--- config.mk ---
export PLATFORM = sky130hd
export DESIGN_NAME = alu_issue_stage
export DESIGN_NICKNAME = d
export VERILOG_FILES = /design/src/rtl/alu_issue_stage.sv
export SDC_FILE = /design/constraint.sdc
export NUM_CORES = 1
export LEC_CHECK = 0
export CORE_UTILIZATION = 30
export DETAILED_ROUTE_END_ITERATION = 10
export GPL_TIMING_DRIVEN = 0
export PLACE_DENSITY = 0.74
export SLEW_MARGIN = 15
export SYNTH_ARGS = -nofsm -noshare
export SYNTH_HDL_FRONTEND = slang
export SYNTH_SLANG_ARGS = --single-unit
--- constraint.sdc ---
create_clock -name clock -period 2.25 [get_ports clock]
set_input_delay 0.3375 -clock clock [delete_from_list [all_inputs] [get_ports clock]]
set_output_delay 0.3375 -clock clock [all_outputs]
set_load 0.02 [all_outputs]
--- src/rtl/alu_issue_stage.sv ---
// ID/EX issue stage: decodes the MIPS-subset op/func into an ALU code and operands,
// and captures the result in a stall/flush-aware pipeline register.
module alu_issue_stage (
    input  logic        clock,
    input  logic        reset,
    input  logic        stall,
    input  logic        flush,
    input  logic        d_valid,
    input  logic [5:0]  d_op,
    input  logic [5:0]  d_func,
    input  logic [4:0]  d_rt,
    input  logic [4:0]  d_rd,
    input  logic [4:0]  d_sa,
    input  logic [15:0] d_imm,
    input  logic [31:0] d_qa,
    input  logic [31:0] d_qb,
    input  logic [1:0]  fwd_a,
    input  logic [1:0]  fwd_b,
    input  logic [31:0] ex_fwd_data,
    input  logic [31:0] mem_fwd_data,
    output logic        e_valid,
    output logic [2:0]  ealuc,
    output logic [31:0] alua,
    output logic [31:0] alub,
    output logic        e_wreg,
    output logic [4:0]  e_rn,
    output logic        e_m2reg,
    output logic        e_wmem,
    output logic [31:0] e_b,
    output logic        e_illegal
);

    localparam logic [5:0] OP_RTYPE = 6'b000000;
    localparam logic [5:0] OP_ADDI  = 6'b001000;
    localparam logic [5:0] OP_ANDI  = 6'b001100;
    localparam logic [5:0] OP_ORI   = 6'b001101;
    localparam logic [5:0] OP_XORI  = 6'b001110;
    localparam logic [5:0] OP_LUI   = 6'b001111;
    localparam logic [5:0] OP_LW    = 6'b100011;
    localparam logic [5:0] OP_SW    = 6'b101011;

    localparam logic [5:0] FN_ADD = 6'b100000;
    localparam logic [5:0] FN_SUB = 6'b100010;
    localparam logic [5:0] FN_AND = 6'b100100;
    localparam logic [5:0] FN_OR  = 6'b100101;
    localparam logic [5:0] FN_XOR = 6'b100110;
    localparam logic [5:0] FN_SLL = 6'b000000;
    localparam logic [5:0] FN_SRL = 6'b000010;

    localparam logic [2:0] ALU_ADD = 3'b000;
    localparam logic [2:0] ALU_AND = 3'b001;
    localparam logic [2:0] ALU_OR  = 3'b010;
    localparam logic [2:0] ALU_XOR = 3'b011;
    localparam logic [2:0] ALU_SRL = 3'b100;
    localparam logic [2:0] ALU_SLL = 3'b101;
    localparam logic [2:0] ALU_SUB = 3'b110;

    logic [31:0] fa;
    logic [31:0] fb;
    logic [31:0] sx;
    logic [31:0] zx;
    logic [31:0] sa_ext;

    logic [2:0]  dec_aluc;
    logic [31:0] dec_a;
    logic [31:0] dec_b;
    logic        dec_wreg;
    logic [4:0]  dec_rn;
    logic        dec_m2reg;
    logic        dec_wmem;
    logic        dec_illegal;

    // Select 11 falls back to the register file, same as 00.
    always_comb begin
        unique case (fwd_a)
            2'b01:   fa = ex_fwd_data;
            2'b10:   fa = mem_fwd_data;
            default: fa = d_qa;
        endcase
        unique case (fwd_b)
            2'b01:   fb = ex_fwd_data;
            2'b10:   fb = mem_fwd_data;
            default: fb = d_qb;
        endcase
    end

    assign sx     = {{16{d_imm[15]}}, d_imm};
    assign zx     = {16'b0, d_imm};
    assign sa_ext = {27'b0, d_sa};

    always_comb begin
        dec_aluc    = ALU_ADD;
        dec_a       = 32'b0;
        dec_b       = 32'b0;
        dec_wreg    = 1'b0;
        dec_rn      = 5'b0;
        dec_m2reg   = 1'b0;
        dec_wmem    = 1'b0;
        dec_illegal = 1'b0;
        if (d_op == OP_RTYPE) begin
            dec_a    = fa;
            dec_b    = fb;
            dec_rn   = d_rd;
            dec_wreg = 1'b1;
            unique case (d_func)
                FN_ADD: dec_aluc = ALU_ADD;
                FN_SUB: dec_aluc = ALU_SUB;
                FN_AND: dec_aluc = ALU_AND;
                FN_OR:  dec_aluc = ALU_OR;
                FN_XOR: dec_aluc = ALU_XOR;
                FN_SLL: begin
                    dec_aluc = ALU_SLL;
                    dec_a    = sa_ext;
                end
                FN_SRL: begin
                    dec_aluc = ALU_SRL;
                    dec_a    = sa_ext;
                end
                default: begin
                    dec_a       = 32'b0;
                    dec_b       = 32'b0;
                    dec_rn      = 5'b0;
                    dec_wreg    = 1'b0;
                    dec_illegal = 1'b1;
                end
            endcase
        end else begin
            dec_a    = fa;
            dec_rn   = d_rt;
            dec_wreg = 1'b1;
            unique case (d_op)
                OP_ADDI: begin dec_aluc = ALU_ADD; dec_b = sx; end
                OP_ANDI: begin dec_aluc = ALU_AND; dec_b = zx; end
                OP_ORI:  begin dec_aluc = ALU_OR;  dec_b = zx; end
                OP_XORI: begin dec_aluc = ALU_XOR; dec_b = zx; end
                OP_LUI: begin
                    dec_aluc = ALU_SLL;
                    dec_a    = 32'd16;
                    dec_b    = zx;
                end
                OP_LW: begin
                    dec_aluc  = ALU_ADD;
                    dec_b     = sx;
                    dec_m2reg = 1'b1;
                end
                // Address goes through the ALU; the store data travels on e_b.
                OP_SW: begin
                    dec_aluc = ALU_ADD;
                    dec_b    = sx;
                    dec_wmem = 1'b1;
                    dec_wreg = 1'b0;
                end
                default: begin
                    dec_a       = 32'b0;
                    dec_rn      = 5'b0;
                    dec_wreg    = 1'b0;
                    dec_illegal = 1'b1;
                end
            endcase
        end
    end

    // Flush beats stall so a squashed slot never lingers during a hazard hold.
    always_ff @(posedge clock) begin
        if (reset || flush || (!stall && !d_valid)) begin
            e_valid   <= 1'b0;
            ealuc     <= ALU_ADD;
            alua      <= 32'b0;
            alub      <= 32'b0;
            e_wreg    <= 1'b0;
            e_rn      <= 5'b0;
            e_m2reg   <= 1'b0;
            e_wmem    <= 1'b0;
            e_b       <= 32'b0;
            e_illegal <= 1'b0;
        end else if (!stall) begin
            e_valid   <= 1'b1;
            ealuc     <= dec_aluc;
            alua      <= dec_a;
            alub      <= dec_b;
            e_wreg    <= dec_wreg;
            e_rn      <= dec_rn;
            e_m2reg   <= dec_m2reg;
            e_wmem    <= dec_wmem;
            e_b       <= fb;
            e_illegal <= dec_illegal;
        end
    end

endmodule

# After elaboration in Yosys (flattened, before gate mapping)
# Index checks and enable logic that the tools add are counted.
[op_classes]
n_reduce_logical = 15
n_bitwise = 0
shift = 0
magnitude_cmp = 0
n_mux = 24
n_eq_ne = 17
n_addsub = 0
div = 0
multipliers = 0
[ops]
columns = ["op", "n"]
rows = [
  ["$pmux W32 S2", 5],
  ["$mux W32", 3],
  ["$eq A6 B6 Y1 const B", 7],
  ["$eq A6 B4 Y1 const B", 5],
  ["$pmux W3 S6", 1],
  ["$mux W5", 3],
  ["$reduce_or A7 Y1", 2],
  ["$logic_not A6 Y1", 2],
  ["$pmux W3 S4", 1],
  ["$reduce_or A6 Y1", 2],
  ["$mux W1", 10],
  ["$eq A6 B2 Y1 const B", 1],
  ["$reduce_or A5 Y1", 1],
  ["$eq A2 B1 Y1 const B", 2],
  ["$eq A2 B2 Y1 const B", 2],
  ["$reduce_or A4 Y1", 1],
  ["$mux W3", 1],
  ["$reduce_or A3 Y1", 1],
  ["$logic_not A1 Y1", 2],
  ["$logic_or A1 B1 Y1", 2],
  ["$reduce_or A2 Y1", 1],
  ["$logic_and A1 B1 Y1", 1],
]
[totals]
mem_count = 0
ff_bits = 109
elab_cells = 66
ram_bits = 0
out_inout_bits = 109
latchBits = 0
in_bits = 180
rom_bits = 0

# Depth between registers and ports, before layout
# Gate-level depths: netlist of run 1.
[logic_depth]
word_depth = 4
mapped_depth = 8
mapped_depth_nobuf = 7

# Worst setup path before layout of run 1
# Ideal clock, no wire load.
[synth_path]
path_kind = "input -> register"
start = "input d_op[4]"
end = "register alub[10]"
arrival_ps = 2132
stages = 7
setup_slack_ps = 48
required_ps = 2179
n_path_buf = 2
setup_time_ps = 71
cell_sequence = "buf_2 -> or4_4 -> a2111oi_4 -> nand2b_2 -> buf_6 -> a2bb2oi_1 -> a21oi_1"
[synth_between]
elab_chain_cells = 4
word_cells_on_any_way = 12
cone_classes = "7 x eq/ne; 2 x mux; 3 x reduce/logical"
[synth_rtl]
columns = ["element", "line_no", "rtl"]
rows = [
  ["start: declaration", "9", "input logic [5:0] d_op,"],
  ["$eq A6 B4 Y1 or $eq A6 B6 Y1 (tied branches)", "131", "unique case (d_op)"],
  ["$reduce_or A4 Y1 (no source line) or $reduce_or A3 Y1 (tied branches)", "--", ""],
  ["$pmux W32 S2", "131", ""],
  ["$mux W32 *", "100", "if (d_op == OP_RTYPE) begin"],
  ["end signal: assignment", "169", "alub <= 32'b0;"],
  ["end signal: assignment", "180", "alub <= dec_b;"],
  ["end: declaration", "24", "output logic [31:0] alub,"],
]
# Mark *: on every way between the ends. The rest lies on a longest branch, timed or not.
# A chain may end at the register's enable or synchronous reset.

# Worst setup path in the final report of run 1
[layout_path]
start = "input d_func[3]"
end = "register alub[8]"
[layout_between]
elab_chain_cells = 4
word_cells_on_any_way = 10
cone_classes = "6 x eq/ne; 2 x mux; 2 x reduce/logical"
[layout_rtl]
columns = ["element", "line_no", "rtl"]
rows = [
  ["start: declaration", "10", "input logic [5:0] d_func,"],
  ["$eq A6 B2 Y1 (tied with other cells)", "105", "unique case (d_func)"],
  ["$reduce_or A7 Y1 (no source line) *", "--", ""],
  ["$mux W32 *", "105", ""],
  ["$mux W32 *", "100", ""],
]
# Marked as above.

==> impl_metrics.env, run 1 <==
export IMPL_synth_edff_count=0
export IMPL_cp_start_kind="input port"
export IMPL_drc=0
export IMPL_p_leak_nw=3.00
export IMPL_timing_rr_start="ealuc[2]"
export IMPL_end_kind="flip-flop"
export IMPL_slowest_stage="or4_4"
export IMPL_diodes=0
export IMPL_path_max_fanout=10
export IMPL_grt_start_max_net_pins=18
export IMPL_synth_largest_area_cell="dfxtp_1"
export IMPL_layout_common_cells="clkdlybuf4s50_1, dfxtp_1, nand2_1"
export IMPL_vias=6336
export IMPL_syn_cell_area_mm2=0.00537
export IMPL_worstHoldStart="d_op[4]"
export IMPL_worst_pin_slew_ns=0.767
export IMPL_yosysWarnings=0
export IMPL_reg2reg_to="ealuc[2]"
export IMPL_clk_latency_ns=0.35
export IMPL_slew_headroom_pct=48.5
export IMPL_cp_depth=8
export IMPL_syn_area_per_cell_um2=7.68
export IMPL_cap_violations=0
export IMPL_drt_pass1_iter_count=5
export IMPL_cp_required_ns=2.53
export IMPL_finalHoldViolCount=0
export IMPL_finalWeightedCongestion=0.883
export IMPL_path_cells="clkdlybuf4s50_1 > or4_4 > a2111oi_4 > buf_4 > nand2b_2 > buf_6 > a2bb2oi_1 > a21oi_1"
export IMPL_grt_overflow_total=0
export IMPL_fin_nets=1179
export IMPL_die_area_mm2=0.0184
export IMPL_viasPerCell=5.18
export IMPL_finalCoreUtilization_pct=51.2
export IMPL_io_buffers=284
export IMPL_grt_antenna_before_repair=0
export IMPL_crit_path_start="d_func[3]"
export IMPL_track_usage_pct=25.0
export IMPL_route_final_wire_length_um=23600
export IMPL_status="complete, no violations"
export IMPL_hold_path_class="input port to flip-flop"
export IMPL_rr_worst_depth=2
export IMPL_antenna_left=0
export IMPL_fillers=1682
export IMPL_reg2reg_slack_ns=1.48
export IMPL_regArea_mm2=0.00218
export IMPL_clk_pin_slew_ns=0.07
export IMPL_period_share_pct=96.7
export IMPL_start_util_pct=30.9
export IMPL_tns_ns=0
export IMPL_synth_async_sr_flop_share_pct=0
export IMPL_root_buffer="clkbuf_16"
export IMPL_final_cells=1224
export IMPL_hold_depth=4
export IMPL_syn_inst=699
export IMPL_numCtsBuffers=9
export IMPL_die_h_um=136
export IMPL_max_freq_mhz=460
export IMPL_post_drt_wl_per_cell_um=19.3
export IMPL_slowest_delay_ns=0.60
export IMPL_crit_type="input port to flip-flop"
export IMPL_crit_family="buffers and inverters"
export IMPL_synth_flop_cell="dfxtp_1"
export IMPL_hold_path_end="e_wmem"
export IMPL_ir_drop_v=0.000355
export IMPL_core_mm2=0.0174
export IMPL_clock_sink_count=109
export IMPL_clock_path_buffers=2
export IMPL_post_dp_hpwl_um=18800
export IMPL_cts_max_level=3
export IMPL_finalSetupViolations=0
export IMPL_rsz0062_at_grt="false"
export IMPL_die_w_um=136
export IMPL_rows=48
export IMPL_worstPathArrival_ns=2.46
export IMPL_clock_skew_ns=0
export IMPL_final_common_cell="clkdlybuf4s50_1"
export IMPL_layout_drive_gt1_share_pct=5.91
export IMPL_ys_seq_area_share_pct=40.7
export IMPL_synthDistinctLibCells=40
export IMPL_path_buf_inv=3
export IMPL_synth_area_top_cells="dfxtp_1, a21oi_1, a22oi_1"
export IMPL_pin_count=289
export IMPL_grt_pass1_vias=5977
export IMPL_post_route_min_period_ns=2.17
export IMPL_ys_ff_latch=109
export IMPL_multi_input_area_mm2=0.00297
export IMPL_first_iter_violations=544
export IMPL_power_density_mw_per_mm2=514
export IMPL_syn_nets=883
export IMPL_syn2layout_area_growth_pct=65.6
export IMPL_grt_pass1_wl_um=34600
export IMPL_dp_cells=1208
export IMPL_netlist_area_leader_share_pct=40.7
export IMPL_cts_tree="yes"
export IMPL_maxSlewViolCount=0
kinds of logic (layout without fill, tap and decap cells):
family | after synthesis | after routing | share of synthesized area (%)
simple gates | 249 | 249 | 20.8
flops | 109 | 109 | 40.7
xor+xnor | 1 | 1 | 0.163
fa+ha+maj | 4 | 4 | 0.933
compound gates | 256 | 256 | 31.3
buf+inv | 78 | 378 | 5.76
mux | 2 | 2 | 0.373
synthesized netlist by cell type, types with 3 or more instances:
cell type	instances
nand3_1	3
clkbuf_1	53
nor3_1	31
nand2_1	90
ha_1	4
inv_1	15
nor2_1	80
a21oi_1	81
a221oi_1	32
a2bb2oi_1	13
a31oi_1	20
o21ai_0	42
nor2b_1	29
buf_2	7
a22oi_1	47
o21a_1	12
dfxtp_1	109
o21ai_1	3
registers in the layout, summed over array words and instances (netlist names), 3 cells and up:
name	flops
alua	32
alub	32
e_b	32
e_rn	5
ealuc	3
layout make-up:
cell class	count	area share, %
multi-input combinational	512	33.4
timing repair buffer	287	32.3
sequential	109	24.6
tap	225	3.17
buffer	61	2.97
clock buffer	11	2.62
inverter	15	0.634
clock inverter	4	0.366
worst reg2reg max path, cell delays in order, from the launching register on:
cell and delay [ns]:
dfxtp_1 0.34, inv_1 0.04, a221oi_1 0.29
how the worst max path moves through the flow:
stage | endpoint | slack, ns
CTS | alub[8] | 0.01
detailed placement | alub[18] | -0.73
global route | alub[29] | 0.0001
floorplan | alub[10] | 0.05
finish | alub[8] | 0.08
global placement | alub[10] | -0.71
report_power, final:
part           switching, mW  leakage (nW)  total, mW  internal, mW
combinational          0.544          1.99       1.07         0.525
sequential            0.0159         0.881       1.97          1.96
clock                  0.770         0.123       1.53         0.757
total                   1.33          3.00       4.57          3.24
per-stage QoR:
step	hold slack, ns	setup slack, ns	power, mW	area, um2
after floorplan	0.468	0.0478	2.48	5370
after global routing	0.473	0.000102	4.75	8890
after detailed placement	0.442	-0.729	3.05	8490
final	0.452	0.0751	4.57	8890
after CTS	0.425	0.0125	4.57	8800
after global placement	0.434	-0.707	3.05	8490
routing by layer:
metal / vias to the layer above / part of all wire, % / wire (um) / track usage [%]
li1: 3104 / - / - / -
met1: 2921 / 45 / 10600 / 33.4
met2: 269 / 46 / 10800 / 39.6
met3: 42 / 6.8 / 1600 / 4.64
met4: 0 / 2.8 / 665 / 9.68
met5: - / 0 / 0 / 0
what timing repair did:
action / 4_1_cts / 5_1_grt
resized for setup: 11 / 31
buffers inserted: 3 / 0
pin swaps: 2 / 0
endpoints found under the setup margin: 100 / 58
hold buffers: 0 / 0
Power figures use the tool's default switching activity.
==> inputs of run 2 (changes only) <==
Settings changed: HOLD_SLACK_MARGIN set to 0.03, PLACE_DENSITY 0.74 to 0.65.
==> run 2 against run 1 <==
Against the previous run:
- wire length is 2.2% higher
- cell area hardly changed
- largest power group unchanged
- global-route usage increased by 0.50 points
- sequential power about the same
==> impl_metrics.env, run 2 (synthesis gave the netlist of run 1 again) <==
export IMPL_power_share_switching_pct=28.9
export IMPL_period_share_pct=95.2
export IMPL_max_freq_mhz=467
export IMPL_final_cells=1227
export IMPL_power_density_mw_per_mm2=529
export IMPL_cts_tree="yes"
export IMPL_maxSlewViolCount=0
export IMPL_route_final_wire_length_um=24100
export IMPL_grt_pass1_vias=5936
export IMPL_finalHoldViolCount=0
export IMPL_layout_common_cells="clkdlybuf4s50_1, dfxtp_1, nand2_1"
export IMPL_dp_cells=1208
export IMPL_pin_count=289
export IMPL_die_w_um=136
export IMPL_hold_path_class="input port to flip-flop"
export IMPL_die_h_um=136
export IMPL_cap_violations=0
export IMPL_first_iter_violations=578
export IMPL_end_kind="flip-flop"
export IMPL_grt_start_max_net_pins=19
export IMPL_start_util_pct=30.9
export IMPL_pwr_share_clk_pct=35.6
export IMPL_worst_pin_slew_ns=0.749
export IMPL_root_buffer="clkbuf_16"
export IMPL_p_sw_mw=1.36
export IMPL_die_area_mm2=0.0184
export IMPL_slew_headroom_pct=49.7
export IMPL_ir_drop_v=0.000354
export IMPL_cts_max_level=3
export IMPL_clk_latency_ns=0.36
export IMPL_core_mm2=0.0174
export IMPL_post_drt_wl_per_cell_um=19.7
export IMPL_clock_sink_count=109
export IMPL_drc=0
export IMPL_viasPerCell=5.21
export IMPL_clock_skew_ns=0
export IMPL_diodes=0
export IMPL_top_regs="alua x32, alub x32, e_b x32"
export IMPL_cp_start_kind="input port"
export IMPL_power_frac_comb_pct=22.4
export IMPL_layout_drive_gt1_share_pct=5.19
export IMPL_crit_type="input port to flip-flop"
export IMPL_post_route_min_period_ns=2.14
export IMPL_finalWeightedCongestion=0.849
export IMPL_cp_required_ns=2.53
export IMPL_internal_power_mw=3.35
export IMPL_p_leak_nw=3.03
export IMPL_final_common_cell="clkdlybuf4s50_1"
export IMPL_grt_overflow_total=0
export IMPL_clk_pin_slew_ns=0.07
export IMPL_drt_pass1_iter_count=5
export IMPL_slowest_stage="clkdlybuf4s50_1"
export IMPL_fin_nets=1182
export IMPL_grt_antenna_before_repair=0
export IMPL_fin_ws_ns=0.109
export IMPL_fillers=1707
export IMPL_path_max_fanout=10
export IMPL_path_cells="clkdlybuf4s50_1 > ha_2 > clkbuf_1 > a221oi_1 > nor3_1 > nand2_1 > a31oi_1"
export IMPL_dpl_cell_area_mm2=0.00849
export IMPL_rsz0062_at_grt="false"
export IMPL_pre_cts_ws_ns=-0.868
export IMPL_io_buffers=284
export IMPL_post_dp_hpwl_um=18900
export IMPL_worstPathArrival_ns=2.42
export IMPL_slowest_delay_ns=0.51
export IMPL_status="complete, no violations"
export IMPL_rows=48
export IMPL_vias=6389
export IMPL_seq_power_share_pct=41.9
export IMPL_grt_pass1_wl_um=34900
export IMPL_track_usage_pct=25.5
export IMPL_numCtsBuffers=9
export IMPL_final_area_mm2=0.00889
export IMPL_antenna_left=0
export IMPL_syn2layout_area_growth_pct=65.7
export IMPL_clock_path_buffers=2
export IMPL_finalSetupViolations=0
run 2: changes by cell type in the layout (fill, tap and decap cells not counted), moves of 2 or more:
cell / previous run / this run
nor3_1: 24 / 31
nor3_2: 7 / 0
clkbuf_2: 11 / 8
buf_4: 4 / 6
clkinv_2: 0 / 2
clkinvlp_4: 2 / 0
run 2: power by group through the flow:
stage / logic [mW] / clock network, mW / registers, mW
2_1_floorplan: 0.422 / 0 / 2.05
3_3_place_gp: 1.03 / 0 / 2.02
3_5_place_dp: 1.03 / 0 / 2.02
4_1_cts: 1.04 / 1.70 / 1.97
5_1_grt: 1.13 / 1.76 / 1.98
6_report: 1.06 / 1.68 / 1.97
run 2: cell type report:
class                   count  area (um2)  share of cell area, %
multi-input cells         512        2920                   32.9
repair buffers            289        2890                   32.5
plain buffers              62         262                   2.94
inverters                  15        56.3                  0.633
flip-flops and latches    109        2180                   24.5
clock buffers               9         225                   2.53
well taps                 225         282                   3.17
clock inverters             6        73.8                  0.830
run 2: timing repair:
| action | CTS | global route |
|---|---|---|
| hold buffers | 0 | 0 |
| buffers inserted | 4 | 1 |
| gates resized for setup | 10 | 19 |
| pin swaps | 2 | 5 |
| setup endpoints to repair | 90 | 56 |
run 2: routing by layer:
layer / vias up / global-route usage, % / wire length [um]
met3: 33 / 4.71 / 1780
met2: 275 / 39.5 / 10700
li1: 3115 / - / -
met4: 0 / 9.86 / 656
met1: 2966 / 34.8 / 10900
met5: - / 0 / 0
run 2: critical path: cells and delay by family:
kind / cells / cell delay (ns)
AOI/OAI and AO/OA: 2 / 0.36
buffers and inverters: 2 / 0.95
and+or+nand+nor: 2 / 0.54
adders and majority gates: 1 / 0.23
run 2: worst paths after layout:
path,from,depth (start not counted),slack (ns),endpoint
worst max-delay path,fwd_b[1],7,0.11,alub[22]
worst min-delay path,d_op[4],3,0.44,alub[15]
worst max register to register,alua[2],2,1.52,alua[2]
worst min register to register,alua[13],2,0.45,alua[13]
run 2: metrics by stage:
step                      hold slack (ns)  utilization (%)  setup TNS, ns  power (mW)
after detailed placement            0.441             48.9         -59.02        3.05
after global placement              0.433             48.9         -57.40        3.05
after global routing                0.453             51.2              0        4.87
after floorplan                     0.468                -              0        2.48
final                               0.441             51.2              0        4.71
after CTS                           0.418             50.9              0        4.72
==> inputs of run 3 (changes only) <==
Settings changed: SLEW_MARGIN 15 to 20.
==> results of run 3 <==
No change in the layout: final DEF, timing and power equal those of run 2.
